<file path="src/rtl/div_seq.sv">
`default_nettype none
// ============================================================================
// Module   : div_seq
// Purpose  : Sequential signed divider, 32-bit dividend by 16-bit divisor.
//            Restoring division on operand magnitudes, one quotient bit per
//            clock, followed by a sign/exception fix-up cycle. Latency is
//            fixed for every operand pair.
// Ports    : clk    - clock, all state updates on the rising edge
//            reset  - synchronous active-high reset
//            start  - request, sampled only while idle
//            a      - signed dividend (32)
//            b      - signed divisor (16)
//            q      - signed quotient, truncated toward zero (32)
//            r      - signed remainder, sign follows dividend (16)
//            busy   - high from operand capture until the result is written
//            done   - one-cycle pulse marking q/r/dz/ovf valid
//            dz     - divide-by-zero flag
//            ovf    - quotient overflow flag (-2^31 / -1)
// Revision : 1.0 - initial release
// ============================================================================
module div_seq (
    input  logic        clk,
    input  logic        reset,
    input  logic        start,
    input  logic [31:0] a,
    input  logic [15:0] b,
    output logic [31:0] q,
    output logic [15:0] r,
    output logic        busy,
    output logic        done,
    output logic        dz,
    output logic        ovf
);

    localparam logic [1:0] c_ST_IDLE = 2'd0;
    localparam logic [1:0] c_ST_RUN  = 2'd1;
    localparam logic [1:0] c_ST_FIX  = 2'd2;

    localparam logic [4:0] c_LAST_STEP = 5'd31;

    logic [1:0]  r_state;
    logic [1:0]  w_state_next;

    // r_dvd holds |a| at capture; quotient bits shift in at the bottom as the
    // dividend bits leave from the top, so it ends up holding |q|.
    logic [31:0] r_dvd;
    // |b| never exceeds 2^15, so 16 unsigned bits hold it exactly.
    logic [15:0] r_div;
    // Stored partial remainder is always < |b|, so 16 bits suffice; the
    // 17-bit partial remainder exists only after the shift (w_shift).
    logic [15:0] r_prem;
    logic [4:0]  r_count;
    logic        r_sign_q;
    logic        r_sign_r;
    logic        r_dz_pend;
    logic        r_ovf_pend;

    logic [31:0] w_abs_a;
    logic [15:0] w_abs_b;
    logic [16:0] w_shift;
    logic        w_ge;
    logic [15:0] w_diff;

    // Two's-complement negate of the most negative value yields the same bit
    // pattern, which reads correctly as an unsigned magnitude.
    assign w_abs_a = a[31] ? (32'd0 - a) : a;
    assign w_abs_b = b[15] ? (16'd0 - b) : b;

    assign w_shift = {r_prem, r_dvd[31]};
    assign w_ge    = (w_shift >= {1'b0, r_div});
    // When the trial succeeds the true difference is < |b| <= 2^15, so a
    // 16-bit modular subtraction is exact.
    assign w_diff  = w_shift[15:0] - r_div;

    // ------------------------------------------------------------------------
    // State register
    // ------------------------------------------------------------------------
    always_ff @(posedge clk) begin
        if (reset) begin
            r_state <= c_ST_IDLE;
        end else begin
            r_state <= w_state_next;
        end
    end

    // ------------------------------------------------------------------------
    // Next-state logic
    // ------------------------------------------------------------------------
    always_comb begin
        w_state_next = r_state;
        case (r_state)
            c_ST_IDLE: if (start) w_state_next = c_ST_RUN;
            c_ST_RUN:  if (r_count == c_LAST_STEP) w_state_next = c_ST_FIX;
            c_ST_FIX:  w_state_next = c_ST_IDLE;
            default:   w_state_next = c_ST_IDLE;
        endcase
    end

    // ------------------------------------------------------------------------
    // Datapath and outputs
    // ------------------------------------------------------------------------
    always_ff @(posedge clk) begin
        if (reset) begin
            r_dvd      <= 32'd0;
            r_div      <= 16'd0;
            r_prem     <= 16'd0;
            r_count    <= 5'd0;
            r_sign_q   <= 1'b0;
            r_sign_r   <= 1'b0;
            r_dz_pend  <= 1'b0;
            r_ovf_pend <= 1'b0;
            q          <= 32'd0;
            r          <= 16'd0;
            busy       <= 1'b0;
            done       <= 1'b0;
            dz         <= 1'b0;
            ovf        <= 1'b0;
        end else begin
            done <= 1'b0;
            case (r_state)
                c_ST_IDLE: begin
                    if (start) begin
                        r_dvd      <= w_abs_a;
                        r_div      <= w_abs_b;
                        r_prem     <= 16'd0;
                        r_count    <= 5'd0;
                        r_sign_q   <= a[31] ^ b[15];
                        r_sign_r   <= a[31];
                        r_dz_pend  <= (b == 16'd0);
                        r_ovf_pend <= (a == 32'h8000_0000) && (b == 16'hFFFF);
                        busy       <= 1'b1;
                    end
                end
                c_ST_RUN: begin
                    r_prem  <= w_ge ? w_diff : w_shift[15:0];
                    r_dvd   <= {r_dvd[30:0], w_ge};
                    r_count <= r_count + 5'd1;
                end
                c_ST_FIX: begin
                    if (r_dz_pend) begin
                        q <= r_sign_r ? 32'h8000_0000 : 32'h7FFF_FFFF;
                        r <= 16'd0;
                    end else if (r_ovf_pend) begin
                        q <= 32'h7FFF_FFFF;
                        r <= 16'd0;
                    end else begin
                        q <= r_sign_q ? (32'd0 - r_dvd) : r_dvd;
                        r <= r_sign_r ? (16'd0 - r_prem) : r_prem;
                    end
                    dz   <= r_dz_pend;
                    ovf  <= r_ovf_pend;
                    done <= 1'b1;
                    busy <= 1'b0;
                end
                default: ;
            endcase
        end
    end

endmodule
`default_nettype wire
</file>
<file path="config.mk">
export PLATFORM = sky130hd
export DESIGN_NAME = div_seq
export DESIGN_NICKNAME = d
export VERILOG_FILES = /design/src/rtl/div_seq.sv
export SDC_FILE = /design/constraint.sdc
export NUM_CORES = 1
export LEC_CHECK = 0
export CORE_MARGIN = 1.5
export CORE_UTILIZATION = 45
export CTS_BUF_LIST = sky130_fd_sc_hd__clkbuf_8
export DETAILED_ROUTE_END_ITERATION = 10
export GPL_TIMING_DRIVEN = 0
export PLACE_DENSITY = 0.67
export REMOVE_ABC_BUFFERS = 1
export SYNTH_ARGS = -nofsm -noshare
export SYNTH_HDL_FRONTEND = slang
export SYNTH_SLANG_ARGS = --single-unit
</file>
<file path="constraint.sdc">
create_clock -name clk -period 3.82 [get_ports clk]
set_clock_uncertainty 0.05 [all_clocks]
set_input_delay 0.764 -clock clk [delete_from_list [all_inputs] [get_ports clk]]
set_output_delay 0.764 -clock clk [all_outputs]
set_load 0.01 [all_outputs]
</file>
==> results.ini <==
[placement]
dp_hpwl_um=14600
dp.cells=1227
globalplace.congestion=0.883
io_buffers=102
placed_cell_area_mm2=0.00884

[layout]
drive_gt1_frac=0.0521
area_growth_pct=20.7
final_cell_count_no_fill=1257
fin_util=0.556
nets=1101
final_area_mm2=0.00926
diodes=0

[synthesis]
synth_compound_area_frac=0.267
ys_seq_elements=127
avgSynthCellArea_um2=7.93
async_flop_share=0
synthSimpleGateAreaFrac=0.203
synth_top_cells_by_area=dfxtp_1, nand2_1, xnor2_1, xor2_1, ha_1
synth_edf_count=0
yosysSeqAreaShare=0.331
synth.most_common_cell=dfxtp_1
yosysUniqueCellTypes=66
muxShareOfSynthArea=0.00652
syn_area_mm2=0.00767
synthAdderAreaFrac=0.0401
synth_xor_xnor_area_share=0.104
synth_top_cell_by_area=dfxtp_1
yosys.area.top_type_share=0.331
syn_inst=968
yosys-top-cells-count=dfxtp_1, nand2_1, nor2_1, clkbuf_1, a21oi_1
synth_ff_type=dfxtp_1
synth_top_family_by_area=compound AO/OA/AOI/OAI gates
yosysWarnings=0

[grt]
grt_pass1_wl_um=32900
grt_use_total=0.226
grt_overflow=0
grt_max_degree=51
antenna_found_initial=0
grt_pass1_vias=6354

[die]
die_h_um=134
die_x_um=134
dieArea_mm2=0.0178
io_pins=103
coreArea_mm2=0.0166
start_util=0.461
rows=47

[worst_setup_path]
critical_path_class=in2reg
crit_buf_inv=1
worstPathArrival_ns=3.48
worstPathRequired_ns=4.07
cp_slowest_cell=nor4_2
endpoint_kind=flop
cp_cell_sequence=clkdlybuf4s50_1 > nor3_1 > nand4b_1 > nor4_2 > a21boi_1 > xnor2_1 > o22ai_1
rrSetupSlack_ns=0.65
critPathMaxStageDelay_ns=0.60
crit_family=simple AND/OR/NAND/NOR gates
startpoint_type=input port
path_max_fanout=8

[routing]
wl_per_cell_um=15.6
wl_um=19700
vias=7129
drt_iter0_markers=527
first_pass_iters=7
ant_nets=0
vias_per_cell=5.67
drc=0

[clock_network]
ctsHoldBuffers=0
postCtsSetupBuffers=0
cts_sinks=127
cts-root-buf=clkbuf_8
cts_made_buffers=17
cts_tree=yes
insertion_delay_ns=0.44
clk_pin_slew_worst_paths_ns=0.07
htreeDepth=4
clockBufferDepth=2
cts.repair.resized=0

[timing]
hold_viol_final=0
setup_violations=0
rsz0062_at_grt=no
hold_ws_ns=0.386
worst_pin_slew_ns=1.31
min_period_ns=3.23
relSlewSlack=0.127
fmax_mhz=310
slew_violations=0
min_period_over_period=0.845

[run]
cap_violations=0

[run_status]
status=complete, no violations

[pwr]
cellPowerDensity_mw_per_mm2=558
finalPower_mw=5.16
vdd_drop_max_mv=0.329
p_leak_nw=3.48

[min_path]
min_path_type=reg2reg

[layout make-up]
type / instances / area, um2
well taps: 220 / 275
flip-flops and latches: 127 / 2540
clock buffers: 20 / 275
repair buffers: 106 / 1120
clock inverters: 10 / 123
multi-input cells: 744 / 4810
inverters: 30 / 113
fillers: 1569 / 7380
[sequential cells by signal, indices dropped and copies added (netlist names), 2 cells and up]
signal   cells
q           32
r_dvd       32
r           16
r_div       16
r_prem      16
r_count      5
r_state      2
[per-layer routing]
| metal | vias to the layer above | routed length [um] | track usage |
|---|---|---|---|
| met5 | - | 0 | 0 |
| met4 | 0 | 221 | 0.0604 |
| met3 | 19 | 1200 | 0.0369 |
| met2 | 233 | 7830 | 0.315 |
| met1 | 3240 | 10400 | 0.354 |
| li1 | 3637 | - | - |
[cell families after synthesis]
kind of cell,after synthesis
simple gates,320
compound gates,304
flops,127
buf+inv,97
xor+xnor,91
fa+ha+maj,24
mux,5
[power breakdown]
| group | internal [mW] | switching (mW) | total, mW |
|---|---|---|---|
| Sequential | 1.44 | 0.197 | 1.64 |
| Combinational | 0.952 | 1.39 | 2.34 |
| Clock | 0.678 | 0.503 | 1.18 |
[cells in the final DEF (no fill, tap or decap), types with 23 or more instances in the layout]
cell type / instances
xor2_1: 43
nand2_1: 125
o21ai_1: 26
a21oi_1: 52
nor2_1: 61
o21ai_0: 48
a22oi_1: 24
ha_1: 23
o31ai_1: 28
dfxtp_1: 127
clkdlybuf4s50_1: 101
xnor2_1: 48
inv_1: 34
[through the flow]
step / worst slack [ns] / setup TNS [ns]
global placement: -2.32 / -210.15
CTS: 0.391 / 0
finish: 0.592 / 0
global route: 0.421 / 0
floorplan: 0.0955 / 0
detailed placement: 0.183 / 0
[worst min-delay path: stages (launching register included)]
cell     delay (ns)
dfxtp_1        0.31
nand2_1        0.05
nand2_1        0.04
[worst paths after layout]
path,endpoint,depth (start not counted),start
worst max-delay path,r_dvd[25],7,a[2]
worst min-delay path,q[25],2,q[25]
worst max register to register,r_prem[11],7,r_prem[2]
worst min register to register,q[25],2,q[25]
Note: power is estimated with default switching activity, not from simulation.
